`config.mk`:
```
export PLATFORM = sky130hd
export DESIGN_NAME = note_sequencer_flat
export DESIGN_NICKNAME = d
export VERILOG_FILES = /design/src/rtl/note_sequencer_pkg.sv /design/src/rtl/note_sequencer_if.sv /design/src/rtl/note_sequencer_beat_timer.sv /design/src/rtl/note_sequencer.sv /design/src/flat_wrapper.sv
export SDC_FILE = /design/constraint.sdc
export NUM_CORES = 2
export LEC_CHECK = 0
export CAP_MARGIN = 20
export CORE_AREA = 3 3 435 437
export DETAILED_ROUTE_END_ITERATION = 7
export DIE_AREA = 0 0 438 440
export REMOVE_ABC_BUFFERS = 1
export SYNTH_ARGS = -nofsm -noshare
export SYNTH_HDL_FRONTEND = slang
export SYNTH_SLANG_ARGS = --single-unit
export TNS_END_PERCENT = 100
```
`constraint.sdc`:
```
create_clock -name clk -period 3.85 [get_ports clk]
set_input_delay 0.77 -clock clk [delete_from_list [all_inputs] [get_ports clk]]
set_output_delay 0.77 -clock clk [all_outputs]
set_load 0.05 [all_outputs]
```
`src/rtl/note_sequencer_pkg.sv`:
```
// =============================================================================
// Module      : note_seq_pkg
// Description : Shared types, tempo divider table and frame sizing helpers for
//               the note record/playback engine.
// Revision    : 1.0  initial release
// =============================================================================
`default_nettype none

package note_seq_pkg;

    typedef enum logic [1:0] {
        ST_IDLE   = 2'd0,
        ST_RECORD = 2'd1,
        ST_PLAY   = 2'd2
    } state_e;

    // Cycles per beat at the 75 MHz reference clock, indexed by speed.
    localparam int unsigned DIV_TABLE [8] = '{
        32'd75000000, 32'd50000000, 32'd37500000, 32'd30000000,
        32'd25000000, 32'd21428571, 32'd16666667, 32'd13636364
    };

    localparam int unsigned MIN_DIV = 2;

    function automatic int unsigned frame_width(input int unsigned num_strings,
                                                input int unsigned num_bars);
        return num_strings * (num_bars + 1);
    endfunction

    function automatic int unsigned beat_div(input logic [2:0]  idx,
                                             input int unsigned scale);
        int unsigned d;
        d = DIV_TABLE[idx] / scale;
        return (d < MIN_DIV) ? MIN_DIV : d;
    endfunction

endpackage

`default_nettype wire

```
`src/rtl/note_sequencer_if.sv`:
```
// =============================================================================
// Module      : note_sequencer_if
// Description : Command, input-contact and playback-output bundle of the note
//               sequencer; master drives commands, slave is the sequencer.
// Revision    : 1.0  initial release
// =============================================================================
`default_nettype none

interface note_sequencer_if
    import note_seq_pkg::*;
#(
    parameter int unsigned NUM_STRINGS = 6,
    parameter int unsigned NUM_BARS    = 4,
    parameter int unsigned DEPTH       = 64
);
    localparam int unsigned FRAME_W = frame_width(NUM_STRINGS, NUM_BARS);
    localparam int unsigned AW      = $clog2(DEPTH);

    logic                   cmd_record;
    logic                   cmd_play;
    logic                   cmd_stop;
    logic                   loop_en;
    logic [2:0]             speed;
    logic [NUM_STRINGS-1:0] strings;
    logic [NUM_BARS-1:0]    bars;
    logic [FRAME_W-1:0]     note_out;
    logic                   note_valid;
    logic                   beat;
    logic [1:0]             state;
    logic [AW:0]            rec_len;
    logic                   full;

    modport master (
        output cmd_record, cmd_play, cmd_stop, loop_en, speed, strings, bars,
        input  note_out, note_valid, beat, state, rec_len, full
    );

    modport slave (
        input  cmd_record, cmd_play, cmd_stop, loop_en, speed, strings, bars,
        output note_out, note_valid, beat, state, rec_len, full
    );

endinterface

`default_nettype wire

```
`src/rtl/note_sequencer_beat_timer.sv`:
```
// =============================================================================
// Module      : beat_timer
// Description : Tempo down-counter; pulses beat when it reaches zero and then
//               reloads from the scaled divider table at the current speed.
// Revision    : 1.0  initial release
// =============================================================================
`default_nettype none

module beat_timer
    import note_seq_pkg::*;
#(
    parameter int unsigned TICK_SCALE = 1
) (
    input  wire logic       clk,
    input  wire logic       resetn,
    input  wire logic       reload,
    input  wire logic [2:0] speed,
    output logic            beat
);
    localparam int unsigned CW = 32;

    logic [CW-1:0] div_tab [8];
    logic [CW-1:0] cnt_q;
    logic [CW-1:0] cnt_d;

    for (genvar gi = 0; gi < 8; gi++) begin : g_div
        assign div_tab[gi] = CW'(beat_div(3'(gi), TICK_SCALE));
    end

    // Loading div-1 puts the zero count exactly div cycles after the reload.
    always_comb begin
        cnt_d = cnt_q - CW'(1);
        if (reload || (cnt_q == '0)) begin
            cnt_d = div_tab[speed] - CW'(1);
        end
    end

    always_ff @(posedge clk or negedge resetn) begin
        if (!resetn) begin
            cnt_q <= '0;
        end else begin
            cnt_q <= cnt_d;
        end
    end

    assign beat = (cnt_q == '0);

endmodule

`default_nettype wire

```
`src/rtl/note_sequencer.sv`:
```
// =============================================================================
// Module      : note_sequencer
// Description : Records string/bar contacts into one-hot note frames per beat
//               window and replays them on the same beat grid, once or looped.
// Revision    : 1.0  initial release
// =============================================================================
`default_nettype none

module note_sequencer
    import note_seq_pkg::*;
#(
    parameter int unsigned NUM_STRINGS = 6,
    parameter int unsigned NUM_BARS    = 4,
    parameter int unsigned DEPTH       = 64,
    parameter int unsigned TICK_SCALE  = 1
) (
    input  wire logic        clk,
    input  wire logic        resetn,
    note_sequencer_if.slave  bus
);
    localparam int unsigned FRAME_W = frame_width(NUM_STRINGS, NUM_BARS);
    localparam int unsigned AW      = $clog2(DEPTH);
    localparam int unsigned BW      = $clog2(NUM_BARS + 1);

    state_e                 state_q;
    logic [AW-1:0]          addr_q;
    logic [NUM_STRINGS-1:0] str_acc_q;
    logic [BW-1:0]          bar_acc_q;
    logic [AW:0]            rec_len_q;
    logic                   full_q;
    logic [FRAME_W-1:0]     note_out_q;
    logic                   note_valid_q;

    logic [FRAME_W-1:0]     mem [DEPTH];

    logic                   w_beat_raw;
    logic                   w_beat;
    logic                   w_start_rec;
    logic                   w_start_play;
    logic                   w_reload;
    logic                   w_wr_en;
    logic                   w_last;
    logic [BW-1:0]          w_bar_idx;
    logic [BW-1:0]          w_bar_max;
    logic [FRAME_W-1:0]     w_frame;

    // Command decode: stop outranks record, record outranks play.
    assign w_start_rec  = (state_q == ST_IDLE) && bus.cmd_record && !bus.cmd_stop;
    assign w_start_play = (state_q == ST_IDLE) && bus.cmd_play && !bus.cmd_record &&
                          !bus.cmd_stop && (rec_len_q != '0);
    assign w_reload     = w_start_rec || w_start_play;

    beat_timer #(
        .TICK_SCALE (TICK_SCALE)
    ) u_beat_timer (
        .clk    (clk),
        .resetn (resetn),
        .reload (w_reload),
        .speed  (bus.speed),
        .beat   (w_beat_raw)
    );

    assign w_beat  = w_beat_raw && (state_q != ST_IDLE);
    assign w_wr_en = (state_q == ST_RECORD) && w_beat && !bus.cmd_stop;
    assign w_last  = ({1'b0, addr_q} == (rec_len_q - (AW+1)'(1)));

    // Highest pressed bar, 1-based; 0 means no bar.
    always_comb begin
        w_bar_idx = '0;
        for (int i = 0; i < int'(NUM_BARS); i++) begin
            if (bus.bars[i]) begin
                w_bar_idx = BW'(i + 1);
            end
        end
    end

    assign w_bar_max = (w_bar_idx > bar_acc_q) ? w_bar_idx : bar_acc_q;

    for (genvar g = 0; g <= NUM_BARS; g++) begin : g_group
        for (genvar s = 0; s < NUM_STRINGS; s++) begin : g_string
            assign w_frame[g*NUM_STRINGS + s] = str_acc_q[s] && (bar_acc_q == BW'(g));
        end
    end

    always_ff @(posedge clk) begin
        if (w_wr_en) begin
            mem[addr_q] <= w_frame;
        end
    end

    always_ff @(posedge clk or negedge resetn) begin
        if (!resetn) begin
            state_q      <= ST_IDLE;
            addr_q       <= '0;
            str_acc_q    <= '0;
            bar_acc_q    <= '0;
            rec_len_q    <= '0;
            full_q       <= 1'b0;
            note_out_q   <= '0;
            note_valid_q <= 1'b0;
        end else begin
            note_valid_q <= 1'b0;
            unique case (state_q)
                ST_IDLE: begin
                    if (w_start_rec) begin
                        state_q   <= ST_RECORD;
                        addr_q    <= '0;
                        full_q    <= 1'b0;
                        str_acc_q <= '0;
                        bar_acc_q <= '0;
                    end else if (w_start_play) begin
                        state_q <= ST_PLAY;
                        addr_q  <= '0;
                    end
                end
                ST_RECORD: begin
                    if (bus.cmd_stop) begin
                        rec_len_q <= {1'b0, addr_q};
                        state_q   <= ST_IDLE;
                    end else if (w_beat) begin
                        addr_q    <= addr_q + AW'(1);
                        str_acc_q <= bus.strings;
                        bar_acc_q <= w_bar_idx;
                        if (addr_q == AW'(DEPTH - 1)) begin
                            rec_len_q <= (AW+1)'(DEPTH);
                            full_q    <= 1'b1;
                            state_q   <= ST_IDLE;
                        end
                    end else begin
                        str_acc_q <= str_acc_q | bus.strings;
                        bar_acc_q <= w_bar_max;
                    end
                end
                ST_PLAY: begin
                    if (bus.cmd_stop) begin
                        state_q <= ST_IDLE;
                    end else if (w_beat) begin
                        note_out_q   <= mem[addr_q];
                        note_valid_q <= 1'b1;
                        if (w_last) begin
                            if (bus.loop_en) begin
                                addr_q <= '0;
                            end else begin
                                state_q <= ST_IDLE;
                            end
                        end else begin
                            addr_q <= addr_q + AW'(1);
                        end
                    end
                end
                default: begin
                    state_q <= ST_IDLE;
                end
            endcase
        end
    end

    assign bus.note_out   = note_out_q;
    assign bus.note_valid = note_valid_q;
    assign bus.beat       = w_beat;
    assign bus.state      = state_q;
    assign bus.rec_len    = rec_len_q;
    assign bus.full       = full_q;

endmodule

`default_nettype wire

```
`src/flat_wrapper.sv`:
```
// flat-port wrapper written by rule: the top's interface ports become plain ports
module note_sequencer_flat import note_seq_pkg::*;
#(
    parameter int unsigned NUM_STRINGS = 6,
    parameter int unsigned NUM_BARS    = 4,
    parameter int unsigned DEPTH       = 64,
    parameter int unsigned TICK_SCALE  = 1
)
  (clk, resetn, bus_cmd_record, bus_cmd_play, bus_cmd_stop, bus_loop_en, bus_speed, bus_strings, bus_bars, bus_note_out, bus_note_valid, bus_beat, bus_state, bus_rec_len, bus_full);
  note_sequencer_if #(.NUM_STRINGS(NUM_STRINGS), .NUM_BARS(NUM_BARS), .DEPTH(DEPTH)) bus_i ();
  input  wire logic clk;
  input  wire logic resetn;
  input wire logic [$bits(bus_i.cmd_record)-1:0] bus_cmd_record;
  input wire logic [$bits(bus_i.cmd_play)-1:0] bus_cmd_play;
  input wire logic [$bits(bus_i.cmd_stop)-1:0] bus_cmd_stop;
  input wire logic [$bits(bus_i.loop_en)-1:0] bus_loop_en;
  input wire logic [$bits(bus_i.speed)-1:0] bus_speed;
  input wire logic [$bits(bus_i.strings)-1:0] bus_strings;
  input wire logic [$bits(bus_i.bars)-1:0] bus_bars;
  output wire logic [$bits(bus_i.note_out)-1:0] bus_note_out;
  output wire logic [$bits(bus_i.note_valid)-1:0] bus_note_valid;
  output wire logic [$bits(bus_i.beat)-1:0] bus_beat;
  output wire logic [$bits(bus_i.state)-1:0] bus_state;
  output wire logic [$bits(bus_i.rec_len)-1:0] bus_rec_len;
  output wire logic [$bits(bus_i.full)-1:0] bus_full;
  assign bus_i.cmd_record = bus_cmd_record;
  assign bus_i.cmd_play = bus_cmd_play;
  assign bus_i.cmd_stop = bus_cmd_stop;
  assign bus_i.loop_en = bus_loop_en;
  assign bus_i.speed = bus_speed;
  assign bus_i.strings = bus_strings;
  assign bus_i.bars = bus_bars;
  assign bus_note_out = bus_i.note_out;
  assign bus_note_valid = bus_i.note_valid;
  assign bus_beat = bus_i.beat;
  assign bus_state = bus_i.state;
  assign bus_rec_len = bus_i.rec_len;
  assign bus_full = bus_i.full;
  note_sequencer #(.NUM_STRINGS(NUM_STRINGS), .NUM_BARS(NUM_BARS), .DEPTH(DEPTH), .TICK_SCALE(TICK_SCALE)) u_core (.clk(clk), .resetn(resetn), .bus(bus_i));
endmodule
```
==> flow_summary_export.csv <==
group,metric,value,unit
cells_and_area,nFillCells,15624,
worst_setup_path,cp_max_fo,6,
detailed_routing,first_pass_iters,5,
detailed_routing,wl_met1,90900,um
min_path,min_path_type,"primary input to async pin",
place,preCtsSetupSlack,0.0374,ns
die,die-area,193000,sq um
sta,tns,0,ns
clock_tree,clockBufferDepth,3,
sta,timing.final.crit_share,0.970,
grt,grt_pass1_vias,41993,
power_and_ir_drop,pwr_density_cell,603,nW/um^2
worst_setup_path,endpoint_kind,"output port",
sta,hold_slack,0.412,ns
detailed_routing,dr_wl_met2,101000,um
worst_setup_path,start_kind,"flop",
die,die_y,440,um
clock_tree,cts.clk_slew.worst_paths,0.06,ns
sta,finalSetupViolCount,0,
worst_setup_path,required,3.08,ns
sta,layout_min_cycle_time,3.73,ns
status,run_status,"finished, final reports clean",
die,die_w,438,um
synth,synth_seq_cells,2008,
detailed_routing,wl,219000,um
cells_and_area,stdcell_count,7176,
sta,slew_headroom,0.188,
worst_setup_path,rrSetupSlack,0.23,ns
clock_tree,htreeDepth,4,
sta,rsz0062_at_grt,"no",
die,initial_core_util,0.400,
detailed_routing,drc,0,
place,dp_hpwl,133000,um
flow_run,maxCapViolCount,0,
detailed_routing,wire_per_inst,30.5,um
grt,grt_max_degree,65,
clock_tree,cts_buffers,195,
sta,tightest_slew,1.22,ns
synth,synth-seq-area-share,0.807,
synth,synth_area,74100,sq um
cells_and_area,stdcell_area,87900,sq um
synth,yosysUniqueCellTypes,75,
worst_setup_path,arrival,2.96,ns
place,placed_area,81400,sq um
cells_and_area,fin_nets,4560,
sta,drv_slew,0,
detailed_routing,vias,43833,
synth,yosys_warnings,0,
detailed_routing,final_antenna_net_count,0,
detailed_routing,dr.max_layer_used,"met5",
synth,async_flop_share,0.0438,
detailed_routing,dr_wl_met3,21600,um
synth,syn_area_per_cell,17.9,sq um
synth,synthFlopType,"edfxtp_1",
detailed_routing,drt_iter0_drc,6143,
place,gp_congestion,0.857,
synth,synth_most_common_cell,"edfxtp_1",
clock_tree,cts_sinks,2008,
die,core_area,185000,sq um
clock_tree,clk_latency,0.85,ns
cells_and_area,drive_gt1_frac,0.171,
synth,synth_cells,4136,
synth,yosysTopAreaCell,"edfxtp_1",
sta,fin_ws,0.116,ns
sta,hold_viol_final,0,
synth,yosys-top-cells-area,"edfxtp_1 78%, a22oi_1 5.3%, dfrtp_1 3.0%",
clock_tree,root_buffer,"clkbuf_16",
clock_tree,cts_tree,"built",
synth,yosys-top-cells-count,"1920 x edfxtp_1, 528 x a22oi_1, 241 x a31oi_1",
power_and_ir_drop,ir_drop,0.000418,V
grt,grt_pass1_wl,312000,um
power_and_ir_drop,leakage,0.0280,uW
place,dp_cells,6805,
synth,synth_edf_count,1920,
clock_tree,post_cts_buffers,0,
die,pin_count,61,
worst_setup_path,crit_type,"flop to output port",
cells_and_area,synthToLayoutAreaGrowth,18.5,%
detailed_routing,routed_via_density,6.11,
grt,antenna_found_initial,9,
die,rows,158,
grt,grt_usage,0.223,
cells_and_area,multi_input_area,13700,sq um
place,numPortBuffers,60,
synth,synth_top_area_frac,0.778,
sta,clock_skew,0.0604,ns
grt,grt_overflow,0,
sta,fmax,268,MHz
cells_and_area,regArea,59900,sq um
-- what timing repair did --
item                                    4_1_cts  5_1_grt
gates resized for setup                       2        0
hold buffers                                  1        0
endpoints found under the setup margin        1        0
hold endpoints to repair                     25        0
-- routing by layer --
metal  GRT usage  vias to the layer above
li1            -                    18295
met5           0                        -
met4      0.0555                        6
met2       0.349                     2355
met3      0.0471                      306
met1       0.319                    22871
-- registers in the layout, summed over array words and instances (netlist names) --
register                   count
u_core.bus.rec_len             7
u_core.mem                  1920
u_core.bus.note_out           30
u_core.bus.state               2
u_core.str_acc_q               6
u_core.u_beat_timer.cnt_q     32
u_core.bus.note_valid          1
u_core.bar_acc_q               3
u_core.addr_q                  6
u_core.bus.full                1
-- kinds of logic after synthesis --
logic type               share of synthesized area
multiplexers                               0.00224
AND/OR/NAND/NOR                             0.0298
XOR/XNOR                                   0.00375
adder cells (fa/ha/maj)                    0.00270
buffers and inverters                       0.0158
AO/OA/AOI/OAI                                0.138
flip-flops                                   0.807
-- worst paths after layout --
check	from	endpoint	cells after the start
max in group asynchronous	resetn	u_core.bus.note_out[6]	3
setup / recovery	u_core.u_beat_timer.cnt_q[25]	bus_beat	5
setup reg to reg	u_core.u_beat_timer.cnt_q[25]	u_core.u_beat_timer.cnt_q[23]	8
hold reg to reg	u_core.u_beat_timer.cnt_q[0]	u_core.u_beat_timer.cnt_q[0]	1
min in group clk	u_core.u_beat_timer.cnt_q[0]	u_core.u_beat_timer.cnt_q[0]	1
hold / removal	resetn	u_core.u_beat_timer.cnt_q[5]	2
-- critical path, stage by stage, from the launching register on --
cell and delay, ns:
dfrtp_1 0.41, or4_4 0.56, or3_1 0.38, or4_4 0.49, inv_2 0.12, buf_6 0.16
-- per-stage QoR --
stage	utilization	power [uW]
after global placement	0.439	33900
after floorplan	-	28600
after global routing	0.474	54600
after detailed placement	0.439	34000
after CTS	0.474	53100
final	0.474	53000
-- area by class of cell --
class                      instances  share of cell area
antenna                            2           0.0000569
tap                             2480              0.0353
multi-input combinational       1829               0.156
clock buffer                     265              0.0594
inverter                          24             0.00104
clock inverter                   101              0.0145
sequential                      2008               0.681
timing repair buffer             467              0.0529
-- placed cells by master, fill, tap and decap left out, types with 5 or more instances in the layout --
master and count:
a22oi_1 528, nor2_1 66, a211oi_1 5, a22o_1 234
and2_1 5, clkdlybuf4s50_1 58, clkinv_1 38, xor2_1 8
and2_2 30, a31oi_1 240, nand2_1 48, nor2b_1 6
buf_4 326, mux2i_1 13, nor3_1 31, a21o_1 11
ha_1 16, edfxtp_1 1920, clkbuf_16 195, o21bai_1 6
xnor2_1 21, inv_1 21, clkbuf_1 62, a21oi_1 48
a221oi_1 219, clkinv_16 7, nor2_4 65, nand4_1 26
o21ai_1 5, o21ai_0 22, clkinv_2 25, nand3_1 17
bufinv_16 22, clkbuf_8 8, dfrtp_1 88, nand2b_1 5
nor4_1 60, or3_1 13, buf_12 79
-- power by group --
group,leakage (uW),switching [uW],total [uW],internal (uW)
clock network,0.00313,8240,19300,11100
registers,0.0185,297,24500,24200
logic,0.00631,5990,9130,3140
total,0.0280,14500,53000,38400
Note: power is estimated with default switching activity, not from simulation.
